$ cat src/rtl/vga_scanout_reader_if.sv
// vga_scanout_reader_if: framebuffer read port, address out and colour back one clock later
interface vga_scanout_reader_if;
  logic [14:0] rd_addr;
  logic [2:0]  rd_data;
  modport master(output rd_addr, input rd_data);
  modport slave(input rd_addr, output rd_data);
endinterface

$ cat src/rtl/vga_scanout_reader.sv
// vga_scanout_reader: 640x480@60 VGA timing with 4x4 upscaled scan-out of a 160x120 framebuffer
module vga_scanout_reader #(
  parameter int H_FP   = 16,
  parameter int H_SYNC = 96,
  parameter int H_BP   = 48,
  parameter int V_FP   = 10,
  parameter int V_SYNC = 2,
  parameter int V_BP   = 33
) (
  input  logic                  CLOCK_50,
  input  logic                  reset,
  vga_scanout_reader_if.master  fb,
  output logic                  frame_start,
  output logic                  VGA_CLK,
  output logic                  VGA_HS,
  output logic                  VGA_VS,
  output logic                  VGA_BLANK_N,
  output logic                  VGA_SYNC_N,
  output logic [9:0]            VGA_R,
  output logic [9:0]            VGA_G,
  output logic [9:0]            VGA_B
);
  localparam int H_TOTAL = 640 + H_FP + H_SYNC + H_BP;
  localparam int V_TOTAL = 480 + V_FP + V_SYNC + V_BP;
  logic        phase, first, pix_en, h_last, v_last, active, hs, vs;
  logic [9:0]  h_cnt, v_cnt;
  logic [7:0]  x;
  logic [6:0]  y;
  logic [14:0] addr;
  assign pix_en     = phase;
  assign VGA_CLK    = phase;
  assign VGA_SYNC_N = 1'b0;
  assign h_last     = h_cnt == 10'(H_TOTAL - 1);
  assign v_last     = v_cnt == 10'(V_TOTAL - 1);
  assign active     = (h_cnt < 10'd640) && (v_cnt < 10'd480);
  assign hs         = !((h_cnt >= 10'(640 + H_FP)) && (h_cnt < 10'(640 + H_FP + H_SYNC)));
  assign vs         = !((v_cnt >= 10'(480 + V_FP)) && (v_cnt < 10'(480 + V_FP + V_SYNC)));
  assign x          = h_cnt[9:2];
  assign y          = v_cnt[8:2];
  // y*160 as two shifts; the result never exceeds 19199 so 15 bits hold it exactly
  assign addr       = ({8'd0, y} << 7) + ({8'd0, y} << 5) + {7'd0, x};
  assign fb.rd_addr = active ? addr : '0;
  // Colour/sync are loaded on the pix_en edge that retires the pixel whose address
  // went out one period earlier, so all pins share the same one-pixel latency.
  always_ff @(posedge CLOCK_50 or negedge reset)
    if (!reset) begin
      phase       <= 1'b0;
      first       <= 1'b1;
      h_cnt       <= '0;
      v_cnt       <= '0;
      frame_start <= 1'b0;
      VGA_HS      <= 1'b1;
      VGA_VS      <= 1'b1;
      VGA_BLANK_N <= 1'b0;
      VGA_R       <= '0;
      VGA_G       <= '0;
      VGA_B       <= '0;
    end else begin
      phase       <= ~phase;
      frame_start <= pix_en && (first || (h_last && v_last));
      if (pix_en) begin
        first       <= 1'b0;
        h_cnt       <= h_last ? '0 : h_cnt + 10'd1;
        if (h_last) v_cnt <= v_last ? '0 : v_cnt + 10'd1;
        VGA_HS      <= hs;
        VGA_VS      <= vs;
        VGA_BLANK_N <= active;
        VGA_R       <= active ? {10{fb.rd_data[2]}} : '0;
        VGA_G       <= active ? {10{fb.rd_data[1]}} : '0;
        VGA_B       <= active ? {10{fb.rd_data[0]}} : '0;
      end
    end
endmodule

$ cat src/flat_wrapper.sv
// flat-port wrapper written by rule: the top's interface ports become plain ports
module vga_scanout_reader_flat 
#(
  parameter int H_FP   = 16,
  parameter int H_SYNC = 96,
  parameter int H_BP   = 48,
  parameter int V_FP   = 10,
  parameter int V_SYNC = 2,
  parameter int V_BP   = 33
)
  (CLOCK_50, reset, frame_start, VGA_CLK, VGA_HS, VGA_VS, VGA_BLANK_N, VGA_SYNC_N, VGA_R, VGA_G, VGA_B, fb_rd_addr, fb_rd_data);
  vga_scanout_reader_if fb_i ();
  input  logic CLOCK_50;
  input  logic reset;
  output logic frame_start;
  output logic VGA_CLK;
  output logic VGA_HS;
  output logic VGA_VS;
  output logic VGA_BLANK_N;
  output logic VGA_SYNC_N;
  output logic [9:0] VGA_R;
  output logic [9:0] VGA_G;
  output logic [9:0] VGA_B;
  output wire logic [$bits(fb_i.rd_addr)-1:0] fb_rd_addr;
  input wire logic [$bits(fb_i.rd_data)-1:0] fb_rd_data;
  assign fb_rd_addr = fb_i.rd_addr;
  assign fb_i.rd_data = fb_rd_data;
  vga_scanout_reader #(.H_FP(H_FP), .H_SYNC(H_SYNC), .H_BP(H_BP), .V_FP(V_FP), .V_SYNC(V_SYNC), .V_BP(V_BP)) u_core (.CLOCK_50(CLOCK_50), .reset(reset), .fb(fb_i), .frame_start(frame_start), .VGA_CLK(VGA_CLK), .VGA_HS(VGA_HS), .VGA_VS(VGA_VS), .VGA_BLANK_N(VGA_BLANK_N), .VGA_SYNC_N(VGA_SYNC_N), .VGA_R(VGA_R), .VGA_G(VGA_G), .VGA_B(VGA_B));
endmodule
$ cat config.mk
export PLATFORM = sky130hd
export DESIGN_NAME = vga_scanout_reader_flat
export DESIGN_NICKNAME = d
export VERILOG_FILES = /design/src/rtl/vga_scanout_reader_if.sv /design/src/rtl/vga_scanout_reader.sv /design/src/flat_wrapper.sv
export SDC_FILE = /design/constraint.sdc
export NUM_CORES = 1
export LEC_CHECK = 0
export BUFFER_PORTS_ARGS = -buffer_cell sky130_fd_sc_hd__buf_4
export CORE_ASPECT_RATIO = 0.6
export CORE_MARGIN = 2
export CORE_UTILIZATION = 48
export CTS_CLUSTER_DIAMETER = 50
export DETAILED_ROUTE_END_ITERATION = 12
export HOLD_SLACK_MARGIN = 0.03
export PLACE_DENSITY = 0.77
export SYNTH_ARGS = -nofsm -noshare
export SYNTH_HDL_FRONTEND = slang
export SYNTH_SLANG_ARGS = --single-unit
$ cat constraint.sdc
create_clock -name CLOCK_50 -period 2.3 [get_ports CLOCK_50]
set_input_delay 0.115 -clock CLOCK_50 [delete_from_list [all_inputs] [get_ports CLOCK_50]]
set_output_delay 0.115 -clock CLOCK_50 [all_outputs]
set_load 0.1 [all_outputs]
After elaboration in Yosys (flattened, before gate mapping)
Index checks and enable logic that the tools add are counted.
- add/sub/neg operators: 4
- $mul: 0
- divide/modulo/power cells: 0
- $lt $le $gt $ge: 6
- equal/unequal tests: 2
- shifts and indexed selects: 0
- multiplexer cells: 6
- bitwise operators: 1
- reductions and logical operators: 9
- operator list (kind ; number):
    $mux 10 ; 5
    $add 10x1->10 const B ; 2
    $eq 10x10->1 const B ; 2
    $lt 10x10->1 const B ; 2
    $lt 10x9->1 const B ; 2
    $add 14x12->15 ; 1
    $add 15x8->15 ; 1
    $mux 15 ; 1
    $ge 10x10->1 const B ; 1
    $ge 10x9->1 const B ; 1
    $logic_and 1x1->1 ; 5
    $logic_not 1->1 ; 2
    $reduce_and 2->1 ; 1
    $logic_or 1x1->1 ; 1
    $not 1->1 ; 1
- bits in registers: 56
- bits in latches: 0
- RAM bits: 0
- bits in read-only memories: 0
- bits of input ports: 5
- word-level logic and storage cells: 39
- memories: 0

Depth between registers and ports, before layout
Gate-level depths: netlist of the first run.
- depth in word-level cells: 4
- gate-level depth with buffers: 9
- gate-level depth less buffers: 8

Worst setup path after synthesis of the first run
OpenSTA, ideal clock, no wires.
- path kind: reg2out
- from: register u_core.v_cnt[2]
- to: output port fb_rd_addr[10]
- arrival: 4.034 ns
- data required time: 2.185 ns
- setup slack: -1.849 ns
- cell stages (with the launch flop): 8
- path through: dfrtp_1 clkbuf_1 inv_1 fa_1 fa_1 nor2b_1 o21ai_0 a211oi_1
- longest elaborated chain between the ends: 3
- elaborated cells on any way between the ends: 5
- those cells by class: add/sub (2); order compare (1); mux (1); reduce/logical (1)
- RTL lines (item ; line ; text):
    start, declared ; vga_scanout_reader.sv:26 ; logic [9:0] h_cnt, v_cnt;
    start signal, assigned ; vga_scanout_reader.sv:64 ; if (h_last) v_cnt <= v_last ? '0 : v_cnt + 10'd1;
    $add 14x12->15 / $lt 10x9->1 (equally long branches) ; vga_scanout_reader.sv:41, vga_scanout_reader.sv:35 ;
    $add 15x8->15 / $logic_and 1x1->1 (equally long branches) ; vga_scanout_reader.sv:41, vga_scanout_reader.sv:35 ;
    $mux 15 * ; vga_scanout_reader.sv:42 ; assign fb.rd_addr = active ? addr : '0;
    end, declared ; flat_wrapper.sv:24 ; output wire logic [$bits(fb_i.rd_addr)-1:0] fb_rd_addr;
Mark *: on every way between the ends. The rest lies on a longest branch, timed or not.

Worst setup path after layout of the first run
- from: register u_core.v_cnt[2]
- to: output port fb_rd_addr[12]
The elaborated chain is that of the path after synthesis.

==> flow_metrics.env, run 1 <==
export IMPL_min_path_type="input pin to flop"
export IMPL_crit_arrival_ns=2.62
export IMPL_nets=318
export IMPL_required_ns=2.18
export IMPL_powerDensity_nw_per_um2=444
export IMPL_filler_cell_count=321
export IMPL_synth_top_family_by_area="simple AND/OR/NAND/NOR gates"
export IMPL_antenna_cells=0
export IMPL_rows=18
export IMPL_yosys_area_share_adder_pct=11.8
export IMPL_critical_path_buf_inv_count=3
export IMPL_antenna_found_initial=0
export IMPL_rsz0062_at_grt="true"
export IMPL_crit_chain="inv_2 -> fa_1 -> buf_4 -> fa_2 -> nor2b_4 -> o31a_1 -> o22ai_2 -> mux2i_4 -> buf_12"
export IMPL_cts_tree="built"
export IMPL_start_util_pct=51.0
export IMPL_p_leak_uw=0.00148
export IMPL_synth_warnings=0
export IMPL_drt_pre_antenna_iters=5
export IMPL_drive_gt1_share_pct=44.7
export IMPL_utilization_pct=72.2
export IMPL_critPathTopFamily="adder cells"
export IMPL_die_y_um=55.7
export IMPL_crit_path_end_kind="output pin"
export IMPL_maxSlewViolCount=0
export IMPL_dieArea_um2=5020
export IMPL_root_buffer="clkbuf_8"
export IMPL_status="finished, violations left"
export IMPL_worst_setup_path_start_kind="flop"
export IMPL_critical_path_max_stage_delay_ns=0.59
export IMPL_setup_viol=7
export IMPL_clk_pin_slew_worst_paths_ns=0.07
export IMPL_synth_nets=256
export IMPL_cpMaxStageDelayCell="fa_1"
export IMPL_drc=0
export IMPL_multi_input_area_um2=1280
export IMPL_clock_path_buffers=2
export IMPL_grt_overflow_total=0
export IMPL_synth_compound_area_share_pct=11.4
export IMPL_critical_path_class="flop to output pin"
export IMPL_ys_ff_latch=29
export IMPL_viasPerCell=5.35
export IMPL_max_freq_mhz=365
export IMPL_grt_pass1_vias=1849
export IMPL_maxCapViolations=0
export IMPL_failed_checks="setup timing"
export IMPL_cts_sinks=29
export IMPL_hpwlAfterDp_mm=4.26
export IMPL_grt_use_total_pct=22.8
export IMPL_period_minus_slack_ns=2.74
export IMPL_crit_fanout=3
export IMPL_h_tree_depth=2
export IMPL_antenna_left=0
export IMPL_ys_async_sr_fraction_pct=100
export IMPL_grt_max_degree=30
export IMPL_synth_edf_count=0
export IMPL_post_drt_wl_per_cell_um=15.9
export IMPL_total_power_uw=1340
export IMPL_placed_cell_area_um2=2750
export IMPL_fp_dieW_um=90.1
export IMPL_mappedNetlistArea_um2=2140
export IMPL_fin_skew_ns=0.0108
export IMPL_seq_area_um2=729
export IMPL_netlist_instances=232
export IMPL_cts_made_buffers=5
export IMPL_final_area_um2=3020
export IMPL_synth_simple_area_share_pct=22.7
export IMPL_io_pins=56
export IMPL_finalCritPeriodShare_pct=119
export IMPL_num_vias=1899
export IMPL_io_buffer_count=54
export IMPL_core_um2=4190
export IMPL_synth_main_ff_cell="dfrtp_1"
export IMPL_place_congestion=0.906
export IMPL_dr_first_iter_drc_count=123
export IMPL_syn_to_final_growth_pct=41.5
export IMPL_ir_worst_vdd_uv=327
export IMPL_grt_pass1_wl_mm=9.16
export IMPL_routed_wl_mm=5.65
export IMPL_ys_types=52
export IMPL_hold_viol=0
export IMPL_worst_hold_slack_ns=0.0835
export IMPL_synth_xor_area_share_pct=4.51
export IMPL_avgSynthCellArea_um2=9.21
export IMPL_worst_slack_ns=-0.436
export IMPL_clock_latency_ns=0.29
export IMPL_ys_seq_area_share_pct=34.1
export IMPL_synth_area_mux_share_pct=1.93
[flip-flops by register name, indices dropped and copies added, names as in the netlist]
name / flops
u_core.VGA_CLK: 1
u_core.VGA_HS: 1
u_core.v_cnt: 10
u_core.frame_start: 1
u_core.VGA_B: 1
u_core.VGA_VS: 1
u_core.first: 1
u_core.h_cnt: 10
u_core.VGA_G: 1
u_core.VGA_R: 1
u_core.VGA_BLANK_N: 1
[path summary, 6_finish.rpt]
kind                            slack [ns]  depth (start not counted)             from         endpoint
worst max-delay path                 -0.44                          9  u_core.v_cnt[2]   fb_rd_addr[12]
worst min-delay path                  0.08                          3    fb_rd_data[0]  u_core.VGA_B[8]
worst max register to register        0.29                          4  u_core.h_cnt[6]  u_core.v_cnt[7]
worst min register to register        0.49                          1     u_core.first     u_core.first
max in group asynchronous             1.68                          2            reset     u_core.first
min in group asynchronous             0.28                          2            reset  u_core.v_cnt[7]
[tightest hold or removal path, delay by kind of cell]
family	cells	cell delay (ns)
AO/OA/AOI/OAI	1	0.05
buffers and inverters	1	0.11
AND/OR/NAND/NOR	1	0.05
[area by class of cell]
| cell class | count | share of cell area, % |
|---|---|---|
| Sequential cell | 29 | 24.1 |
| Multi-Input combinational cell | 156 | 42.2 |
| Clock inverter | 1 | 0.993 |
| Tap cell | 60 | 2.48 |
| Inverter | 13 | 1.70 |
| Timing Repair Buffer | 89 | 25.6 |
| Clock buffer | 7 | 2.85 |
[per-stage QoR]
stage | TNS (ns) | cells | setup slack, ns
CTS | -2.27 | 355 | -0.436
global placement | -0.619 | 345 | -0.161
detailed placement | -0.921 | 345 | -0.239
global route | -2.68 | 355 | -0.507
finish | -2.21 | 355 | -0.436
floorplan | -1.66 | 232 | -0.376
[report_power, final]
| group | internal, µW | switching, µW |
|---|---|---|
| logic | 39.8 | 233 |
| registers | 513 | 7.17 |
| clock network | 353 | 196 |
| total | 906 | 436 |
[synth_stat cells (5+ instances only)]
master	instances	area (µm²)
xor2_1	5	43.8
inv_1	13	48.8
ha_1	17	213
o21ai_0	6	30.0
nor2_1	13	48.8
and2_1	7	43.8
dfrtp_1	26	651
xnor2_1	6	52.6
nand4_1	6	37.5
buf_4	29	218
nand3_1	11	55.1
nand2_1	16	60.1
[cell families (layout without fill, tap and decap cells)]
| family | count (synthesis) | count (layout) |
|---|---|---|
| AND/OR/NAND/NOR | 86 | 86 |
| AO/OA/AOI/OAI | 35 | 35 |
| other | 1 | 1 |
| XOR/XNOR | 11 | 11 |
| buffers and inverters | 47 | 110 |
| multiplexers | 4 | 4 |
| adder cells (fa/ha/maj) | 19 | 19 |
| flip-flops | 29 | 29 |
[timing repair]
item	CTS	global route
endpoints found under the hold margin	26	0
pin swaps	7	10
hold buffers	1	0
buffers inserted	1	0
resized for setup	26	4
setup endpoints to repair	8	14
[placed cells by master (no fill, tap or decap), types with 6 or more instances in the layout]
master	netlist	routed
nand3_1	11	11
clkbuf_8	0	6
inv_1	13	9
xnor2_1	6	6
nor2_1	13	12
buf_12	0	8
nand2_1	16	15
ha_1	17	14
buf_4	29	79
and2_1	7	7
nand4_1	6	6
dfrtp_1	26	26
[per-layer routing]
metal	share of wire, %	GRT usage, %	wire (µm)	up-vias
li1	-	-	-	910
met1	49	33.8	2790	904
met2	41	33.0	2340	79
met3	8.5	6.78	481	6
met4	0.81	4.84	46	0
met5	0	0	0	-
Power figures use the tool's default switching activity.
==> run 2, diff against run 1 <==
CELL_PAD_IN_SITES_DETAIL_PLACEMENT = 0   (was not set)
CELL_PAD_IN_SITES_GLOBAL_PLACEMENT = 1   (was not set)
CORE_UTILIZATION = 36   (was 48)
GPL_TIMING_DRIVEN = 0   (was not set)
PLACE_DENSITY = not set   (was 0.77)
PLACE_DENSITY_LB_ADDON = 0.1   (was not set)
==> flow_metrics.env, run 2 (synthesized netlist as in run 1, its figures left out) <==
export IMPL_status="finished, violations left"
export IMPL_wl_met2_mm=2.17
export IMPL_cts_made_buffers=5
export IMPL_maxSlewViolCount=0
export IMPL_worst_slack_ns=-0.514
export IMPL_num_vias=1818
export IMPL_powerDensity_nw_per_um2=391
export IMPL_reg2reg_from="u_core.h_cnt[5]"
export IMPL_cts_tree="built"
export IMPL_die_y_um=63.7
export IMPL_p_seq_share_pct=42.6
export IMPL_post_place_ws_ns=-0.389
export IMPL_rsz0062_at_grt="true"
export IMPL_cts_sinks=29
export IMPL_rows=21
export IMPL_routed_wl_mm=5.30
export IMPL_viasPerCell=4.72
export IMPL_crit_path_end_kind="output pin"
export IMPL_antenna_cells=0
export IMPL_failed_checks="setup timing"
export IMPL_period_minus_slack_ns=2.81
export IMPL_core_um2=5650
export IMPL_mostFrequentLayoutCell="buf_4"
export IMPL_grt_pass1_vias=1613
export IMPL_grt_max_degree=30
export IMPL_nets=328
export IMPL_drive_gt1_share_pct=46.2
export IMPL_start_util_pct=37.8
export IMPL_finalCritPeriodShare_pct=122
export IMPL_io_pins=56
export IMPL_utilization_pct=55.4
export IMPL_antenna_found_initial=0
export IMPL_max_freq_mhz=355
export IMPL_tns_ns=-2.66
export IMPL_clkPwrFrac_pct=32.3
export IMPL_p_leak_uw=0.00151
export IMPL_dr_first_iter_drc_count=78
export IMPL_tightest_slew_ns=0.585
export IMPL_critical_path_class="flop to output pin"
export IMPL_io_buffer_count=54
export IMPL_drt_pre_antenna_iters=4
export IMPL_maxCapViolations=0
export IMPL_holdPathStages=3
export IMPL_rr_endpoint="u_core.v_cnt[3]"
export IMPL_clock_path_buffers=2
export IMPL_reg_largest_list="u_core.h_cnt (10), u_core.v_cnt (10)"
export IMPL_internal_power_uw=792
export IMPL_min_delay_start="fb_rd_data[1]"
export IMPL_worst_hold_slack_ns=0.0907
export IMPL_hold_viol=0
export IMPL_h_tree_depth=2
export IMPL_required_ns=2.18
export IMPL_wl_met1_mm=2.89
export IMPL_comb_power_share_pct=25.2
export IMPL_clock_latency_ns=0.27
export IMPL_grt_overflow_total=0
export IMPL_grt_pass1_wl_mm=8.35
export IMPL_setup_viol=8
export IMPL_dieArea_um2=6590
export IMPL_p_sw_uw=432
export IMPL_fin_skew_ns=0.00743
export IMPL_syn_to_final_growth_pct=46.4
export IMPL_most_common_layout_cells="82 x buf_4, 25 x dfrtp_1, 15 x nand2_1, 15 x ha_1, 12 x nor2_1"
export IMPL_drc=0
export IMPL_switching_share_pct=35.3
export IMPL_rr_worst_depth=5
export IMPL_maxSlewHeadroom_pct=61.0
export IMPL_top_layer="met4"
export IMPL_worst_setup_path_start_kind="flop"
export IMPL_hpwlAfterDp_mm=3.92
export IMPL_clk_pin_slew_worst_paths_ns=0.06
export IMPL_root_buffer="clkbuf_8"
export IMPL_min_path_type="input pin to flop"
export IMPL_wl_met3_um=219
export IMPL_crit_fanout=3
export IMPL_grt_use_total_pct=16.3
export IMPL_post_drt_wl_per_cell_um=13.8
export IMPL_crit_arrival_ns=2.70
export IMPL_place_congestion=0.768
export IMPL_min_to="u_core.VGA_G[8]"
export IMPL_ir_worst_vdd_uv=321
export IMPL_r2r_slack_ns=0.20
export IMPL_fp_dieW_um=103
export IMPL_antenna_left=0
## run 2: changes by cell type in the layout (fill, tap and decap cells not counted), sizes merged
cell	previous run	this run
clkinv	0	2
bufinv	1	0
buf	88	94
clkbuf	7	10
## run 2: worst max-delay path: stages, from the launching register on
cell,delay [ns]
dfrtp_1,0.35
clkbuf_8,0.13
inv_2,0.03
fa_1,0.56
buf_4,0.12
fa_2,0.22
nor2b_4,0.05
o31a_1,0.33
o22ai_2,0.17
mux2i_4,0.28
buf_12,0.19
## run 2: worst max path at each step
stage	start	to	slack, ns	cells past startpoint
finish	u_core.v_cnt[2]	fb_rd_addr[12]	-0.51	10
global route	u_core.v_cnt[2]	fb_rd_addr[12]	-0.61	10
CTS	u_core.v_cnt[2]	fb_rd_addr[12]	-0.52	10
detailed placement	u_core.v_cnt[4]	fb_rd_addr[11]	-0.39	10
global placement	u_core.v_cnt[4]	fb_rd_addr[11]	-0.39	10
floorplan	u_core.v_cnt[4]	fb_rd_addr[10]	-0.38	7
## run 2: what timing repair did
| action | in CTS | in global routing |
|---|---|---|
| hold endpoints to repair | 26 | 0 |
| pin swaps | 10 | 6 |
| gates cloned | 0 | 0 |
| endpoints found under the setup margin | 15 | 15 |
| buffers inserted | 8 | 2 |
| resized for setup | 33 | 8 |
| hold buffers | 1 | 0 |
## run 2: layout make-up
type	count	area, µm²
timing repair buffer	65	602
tap	80	100
clock buffer	6	72.6
buffer	34	258
inverter	13	53.8
clock inverter	2	10.0
multi-input combinational	156	1300
fill	514	2520
sequential	29	731
## run 2: layer usage
metal,global-route usage (%),up-vias
li1,-,930
met1,26.7,846
met2,21.0,38
met3,3.55,4
met4,3.45,0
met5,0,-
## run 2: through the flow
| stage | instances | instance area, µm² | power [µW] |
|---|---|---|---|
| 2_1_floorplan | 232 | 2280 | 779 |
| 3_3_place_gp | 366 | 2790 | 839 |
| 3_5_place_dp | 366 | 2790 | 839 |
| 4_1_cts | 383 | 3080 | 1240 |
| 5_1_grt | 385 | 3130 | 1270 |
| 6_report | 385 | 3130 | 1220 |
## run 2: power by group through the flow
stage	clock network, µW	logic [µW]	registers, µW
after detailed placement	0	309	530
after global routing	435	318	522
after floorplan	0	231	548
after global placement	0	309	530
after CTS	408	310	521
final	395	308	521
